<file path="config.mk">
export PLATFORM = sky130hd
export DESIGN_NAME = alu_sequencer
export DESIGN_NICKNAME = d
export VERILOG_FILES = /design/src/rtl/alu_pkg.sv /design/src/rtl/op_classifier.sv /design/src/rtl/alu_sequencer.sv
export SDC_FILE = /design/constraint.sdc
export NUM_CORES = 1
export LEC_CHECK = 0
export CAP_MARGIN = 20
export CORE_ASPECT_RATIO = 1.75
export CORE_MARGIN = 5
export CORE_UTILIZATION = 40
export CTS_CLUSTER_DIAMETER = 120
export DETAILED_ROUTE_END_ITERATION = 10
export PLACE_DENSITY_LB_ADDON = 0.25
export SYNTH_ARGS = -nofsm -noshare
export SYNTH_HDL_FRONTEND = slang
export SYNTH_SLANG_ARGS = --single-unit
</file>
<file path="constraint.sdc">
create_clock -name clk -period 2.6 [get_ports clk]
set_input_delay 0.65 -clock clk [delete_from_list [all_inputs] [get_ports clk]]
set_output_delay 0.65 -clock clk [all_outputs]
set_load 0.05 [all_outputs]
</file>
<file path="src/rtl/alu_pkg.sv">
// Shared ALU select codes, sequencer state encoding and instruction classes
// for the IR2-stage ALU sequencer.
package alu_pkg;

  localparam logic [5:0] ALU_ADD       = 6'b000000;
  localparam logic [5:0] ALU_XOR       = 6'b000100;
  localparam logic [5:0] ALU_MUL       = 6'b001010;
  localparam logic [5:0] ALU_ADDI      = 6'b001011;
  localparam logic [5:0] ALU_LW        = 6'b010111;
  localparam logic [5:0] ALU_SW        = 6'b011000;
  localparam logic [5:0] ALU_JR        = 6'b011001;
  localparam logic [5:0] ALU_JALR      = 6'b011010;
  localparam logic [5:0] ALU_JAL       = 6'b011011;
  localparam logic [5:0] ALU_BEQ       = 6'b011100;
  localparam logic [5:0] ALU_BR_LAST   = 6'b100001;
  localparam logic [5:0] ALU_NOP_FIRST = 6'b100010;

  typedef enum logic [1:0] {
    ST_IDLE,
    ST_EXEC,
    ST_MUL,
    ST_MEM
  } state_t;

  typedef enum logic [2:0] {
    CLS_ALU1,
    CLS_MUL,
    CLS_LOAD,
    CLS_STORE,
    CLS_JUMP_LINK,
    CLS_JUMP,
    CLS_BRANCH,
    CLS_ILLEGAL
  } op_class_t;

endpackage

</file>
<file path="src/rtl/op_classifier.sv">
// Combinational decode of a registered ALU select code into its execution class.
module op_classifier
  import alu_pkg::*;
(
  input  logic [5:0] op,
  output op_class_t  op_class
);

  always_comb begin
    op_class = CLS_ALU1;
    if (op == ALU_MUL)                              op_class = CLS_MUL;
    else if (op == ALU_LW)                          op_class = CLS_LOAD;
    else if (op == ALU_SW)                          op_class = CLS_STORE;
    else if (op == ALU_JR)                          op_class = CLS_JUMP;
    else if (op == ALU_JALR || op == ALU_JAL)       op_class = CLS_JUMP_LINK;
    else if (op >= ALU_BEQ && op <= ALU_BR_LAST)    op_class = CLS_BRANCH;
    else if (op >= ALU_NOP_FIRST)                   op_class = CLS_ILLEGAL;
  end

endmodule

</file>
<file path="src/rtl/alu_sequencer.sv">
// Issue/execute sequencer: accepts one decoded instruction at a time and
// drives ALU enable, memory request and writeback/flush/error strobes.
module alu_sequencer
  import alu_pkg::*;
#(
  parameter int unsigned MUL_CYCLES  = 4,
  parameter int unsigned MEM_TIMEOUT = 15
) (
  input  logic       clk,
  input  logic       rst_n,
  input  logic       in_valid,
  input  logic [5:0] alu_select,
  input  logic       branch_taken,
  input  logic       mem_ready,
  output logic       in_ready,
  output logic [5:0] op_q,
  output logic       alu_en,
  output logic       mem_req,
  output logic       wb_en,
  output logic       flush,
  output logic       err
);

  state_t    state;
  op_class_t op_class;
  logic [3:0] mul_cnt;
  logic [7:0] mem_cnt;
  logic       ready;
  logic       mem_timeout;
  logic       transfer;

  op_classifier u_op_classifier (
    .op       (op_q),
    .op_class (op_class)
  );

  // mem_cnt is zero in the first MEM cycle, so the last allowed cycle is MEM_TIMEOUT-1
  assign mem_timeout = (mem_cnt == 8'(MEM_TIMEOUT - 1));
  assign alu_en      = (state == ST_EXEC) || (state == ST_MUL);
  assign mem_req     = (state == ST_MEM);
  assign in_ready    = ready & rst_n;
  assign transfer    = in_valid & in_ready;

  always_comb begin
    ready = 1'b0;
    wb_en = 1'b0;
    flush = 1'b0;
    err   = 1'b0;
    case (state)
      ST_IDLE: ready = 1'b1;
      ST_EXEC: begin
        case (op_class)
          CLS_ALU1: begin
            wb_en = 1'b1;
            ready = 1'b1;
          end
          CLS_JUMP_LINK: begin
            flush = 1'b1;
            wb_en = 1'b1;
          end
          CLS_JUMP:   flush = 1'b1;
          CLS_BRANCH: begin
            flush = branch_taken;
            ready = ~branch_taken;
          end
          CLS_ILLEGAL: begin
            err   = 1'b1;
            ready = 1'b1;
          end
          default: ;
        endcase
      end
      ST_MUL: begin
        if (mul_cnt == '0) begin
          wb_en = 1'b1;
          ready = 1'b1;
        end
      end
      ST_MEM: begin
        if (mem_ready) begin
          ready = 1'b1;
          wb_en = (op_class == CLS_LOAD);
        end else if (mem_timeout) begin
          err = 1'b1;
        end
      end
      default: ;
    endcase
  end

  always_ff @(posedge clk or negedge rst_n) begin
    if (!rst_n) begin
      state   <= ST_IDLE;
      op_q    <= '0;
      mul_cnt <= '0;
      mem_cnt <= '0;
    end else if (transfer) begin
      state <= ST_EXEC;
      op_q  <= alu_select;
    end else begin
      case (state)
        ST_EXEC: begin
          case (op_class)
            CLS_MUL: begin
              mul_cnt <= 4'(MUL_CYCLES - 2);
              state   <= ST_MUL;
            end
            CLS_LOAD, CLS_STORE: begin
              mem_cnt <= '0;
              state   <= ST_MEM;
            end
            default: state <= ST_IDLE;
          endcase
        end
        ST_MUL: begin
          if (mul_cnt == '0) state <= ST_IDLE;
          else               mul_cnt <= mul_cnt - 4'd1;
        end
        ST_MEM: begin
          if (mem_ready || mem_timeout) state <= ST_IDLE;
          else                          mem_cnt <= mem_cnt + 8'd1;
        end
        default: state <= ST_IDLE;
      endcase
    end
  end

endmodule

</file>
==> out/results.tsv <==
stage	metric	value	unit
timing	clock skew	0.00775	ns
synth	Ys Warns	0	
worst_setup_path	cell breakdown of the critical path	or2_2, a31o_2, a2111o_1, a21boi_4, buf_12	
timing	f_max	373	MHz
synth	dominant cell type by area after synthesis	dfrtp_1	
synth	synth top area cells	dfrtp_1, ha_1, mux2_2	
flow_run	max-cap violations	0	
cts	clock transition at the registers of the reported paths	0.08	ns
worst_setup_path	arrival time worst endpoint	2.03	ns
placement	I/O Buffers	22	
cts	CTS root buffer	clkbuf_8	
global_routing	via count of the first global-routing pass	1404	
timing	headroom to the max-slew limit	0.666	
synth	share of flip-flops with an asynchronous set or reset	1.00	
placement	count of placed standard cells including taps	229	
cts	CTS tree	done	
run_status	run status	complete, but fails checks	
floorplanning	die footprint	0.00494	mm²
synth	number of enable flip-flop cells after synthesis	0	
cts	CTS Hold Bufs	0	
final_layout	Synth-to-Final Area Change	43.9	%
cts	clock net sink count	20	
floorplanning	horizontal die dimension	55.3	µm
power_and_ir_drop	P_sw	477	µW
final_layout	final instance area	0.00207	mm²
global_routing	largest net degree at the start of global routing	21	
worst_setup_path	slowest stage cell, crit path	a2111o_1	
floorplanning	number of top-level pins	23	
final_layout	non-filler cells in the finished layout	244	
power_and_ir_drop	total power density per cell area	638	mW/mm²
route	Post-Route WL	3980	µm
final_layout	Inserted Diodes	0	
power_and_ir_drop	Internal Dissipation	845	µW
worst_setup_path	Worst setup SP type	flip-flop	
power_and_ir_drop	logic gate share of total power	0.430	
synth	synthesized area per cell	9.28	µm²
timing	setup slack of the critical path after layout	-0.0841	ns
synth	cell with the most instances after synthesis	dfrtp_1	
global_routing	All-Layer GR Usage	0.168	
synth	proportion of synthesized chip area in sequential cells	0.348	
global_routing	first-pass GRT wire length	6580	µm
placement	global placer's final weighted congestion	0.839	
worst_setup_path	kind of end point of the critical path	output port	
synth	post-synth design cell area	0.00144	mm²
route	via total after detailed routing	1422	
cts	clk_lat worst skew	0.26	ns
worst_setup_path	cell type group with the largest total delay on the critical path	compound AO/OA/AOI/OAI gates	
cts	number of buffers created by CTS	3	
synth	number of instances in the synthesized netlist	155	
route	detailed-route vias per instance	5.83	
power_and_ir_drop	switching part of the total power	0.361	
worst_hold_path	path class of the lowest-slack min-delay path	reg2reg	
timing	period utilization	1.03	
cts	# H-tree levels	1	
placement	cell area reported after detailed placement	0.00185	mm²
run_status	violations in the final reports	negative setup slack	
placement	half-perimeter wire length of the detailed placement result	2960	µm
floorplanning	initial core utilization	0.405	
synth	synth cell count leaders	dfrtp_1, o21ai_0, inv_1	
worst_setup_path	kind of critical path	reg2out	
worst_setup_path	buffer and inverter count on the worst path	1	
worst_setup_path	Slowest Stage Delay on Critical Path	0.47	ns
synth	Mapped Nets	173	
route	detailed router's first-iteration violation count	47	
power_and_ir_drop	portion of total power attributed to sequential cells	0.333	
timing	number of endpoints failing setup at the final stage	2	
synth	number of register bits inferred by synthesis	20	
timing	Hold Violations, Final	0	
global_routing	initial antenna violation count	0	
final_layout	share of post-route cells with drive strength above 1	0.359	
timing	worst slew pin tran	0.500	ns
power_and_ir_drop	Static Leak	0.000847	µW
synth	commonest register cell after synthesis	dfrtp_1	
synth	distinct cell type count after synthesis	52	
global_routing	total grt overflow	0	
timing	final critical path time including I/O delays and setup	2.68	ns
timing	RSZ-0062 raised after global routing	true	
power_and_ir_drop	part of the total power dissipated in the clock network	0.236	
route	average wire length per cell after detail routing	16.3	µm
worst_setup_path	internal reg-to-reg setup slack	0.13	ns
route	Pre-antenna DRT Iters	4	
final_layout	number of nets in the layout	217	
timing	Slew Limit Fails	0	
synth	Yosys top cell area share	0.348	
route	DRC	0	
cts	clk buf depth	2	
worst_setup_path	required time at the worst-slack endpoint	1.95	ns
floorplanning	placeable core area	0.00356	mm²
floorplanning	floorplan die height	89.3	µm
worst_setup_path	peak fanout along the critical path	4	
floorplanning	# rows	29	
power_and_ir_drop	largest voltage drop on the vdd net	0.000418	V
route	number of routed nets with antenna violations	0	
[state kept, by name, indices dropped and copies added, names as in the netlist]
register / cells
mem_cnt: 8
op_q: 6
mul_cnt: 4
state: 2
[layer usage]
| layer | up-vias | part of all wire | global-route usage |
|---|---|---|---|
| met5 | - | 0 | 0 |
| met4 | 0 | 0.036 | 0.0796 |
| met3 | 16 | 0.035 | 0.0246 |
| met2 | 46 | 0.55 | 0.334 |
| met1 | 691 | 0.38 | 0.170 |
| li1 | 669 | - | - |
[area by class of cell]
| cell class | count | area [µm²] |
|---|---|---|
| Fill cell | 319 | 1490 |
| Multi-Input combinational cell | 115 | 926 |
| Sequential cell | 20 | 507 |
| Timing Repair Buffer | 50 | 475 |
| Tap cell | 46 | 57.6 |
| Clock buffer | 3 | 41.3 |
| Inverter | 9 | 33.8 |
| Clock inverter | 1 | 30.0 |
[path summary, 6_finish.rpt]
check                      startpoint    endpoint  cells after the start
hold / removal             mem_cnt[7]  mem_cnt[7]                      1
max in group asynchronous       rst_n     op_q[2]                      2
setup / recovery              op_q[1]    in_ready                      5
setup reg to reg              op_q[1]     op_q[2]                      7
hold reg to reg            mem_cnt[7]  mem_cnt[7]                      1
min in group asynchronous       rst_n     op_q[5]                      2
[power by group through the flow]
stage | Clock, µW | Combinational (µW) | Sequential [µW]
3_3_place_gp | 0 | 478 | 433
5_1_grt | 333 | 608 | 449
2_1_floorplan | 0 | 273 | 484
6_report | 312 | 569 | 440
3_5_place_dp | 0 | 494 | 437
4_1_cts | 322 | 521 | 432
[kinds of logic after synthesis]
group | count (synthesis) | share of synthesized area
adders and majority gates | 7 | 0.0609
muxes | 9 | 0.0687
DFF | 20 | 0.348
buffers and inverters | 20 | 0.0661
AOI/OAI and AO/OA | 42 | 0.220
and+or+nand+nor | 57 | 0.237
[timing repair]
| action | CTS | global route |
|---|---|---|
| pin swaps | 4 | 9 |
| resized for setup | 4 | 11 |
| setup buffers | 4 | 8 |
| gates cloned | 0 | 0 |
| endpoints found under the setup margin | 2 | 20 |
[through the flow]
| step | power, µW | hold slack (ns) | setup slack (ns) | setup TNS [ns] | utilization |
|---|---|---|---|---|---|
| after floorplan | 757 | 0.354 | -0.0282 | -0.0282 | - |
| after global placement | 911 | 0.486 | -0.0529 | -0.0529 | 0.520 |
| after detailed placement | 931 | 0.512 | -0.0926 | -0.203 | 0.520 |
| after CTS | 1270 | 0.529 | -0.131 | -0.681 | 0.554 |
| after global routing | 1390 | 0.559 | -0.154 | -0.307 | 0.582 |
| final | 1320 | 0.527 | -0.0841 | -0.121 | 0.582 |
[cells in the final DEF, fill, tap and decap left out, drive strengths merged, types with 2 or more instances in the layout]
| master | count |
|---|---|
| buf | 33 |
| dfrtp | 20 |
| clkdlybuf4s50 | 17 |
| o21ai | 12 |
| inv | 9 |
| nand3 | 7 |
| nand2 | 7 |
| mux2 | 7 |
| ha | 7 |
| nor2 | 7 |
| or3 | 6 |
| o211ai | 5 |
| nor3 | 4 |
| nand2b | 3 |
| and2 | 3 |
| nand4 | 3 |
| nand3b | 3 |
| clkbuf | 3 |
| or2 | 3 |
| a21oi | 3 |
| a311oi | 2 |
| a31o | 2 |
| a21o | 2 |
| mux2i | 2 |
| o31ai | 2 |
| or4 | 2 |
| nor4bb | 2 |
Note: power is estimated with default switching activity, not from simulation.
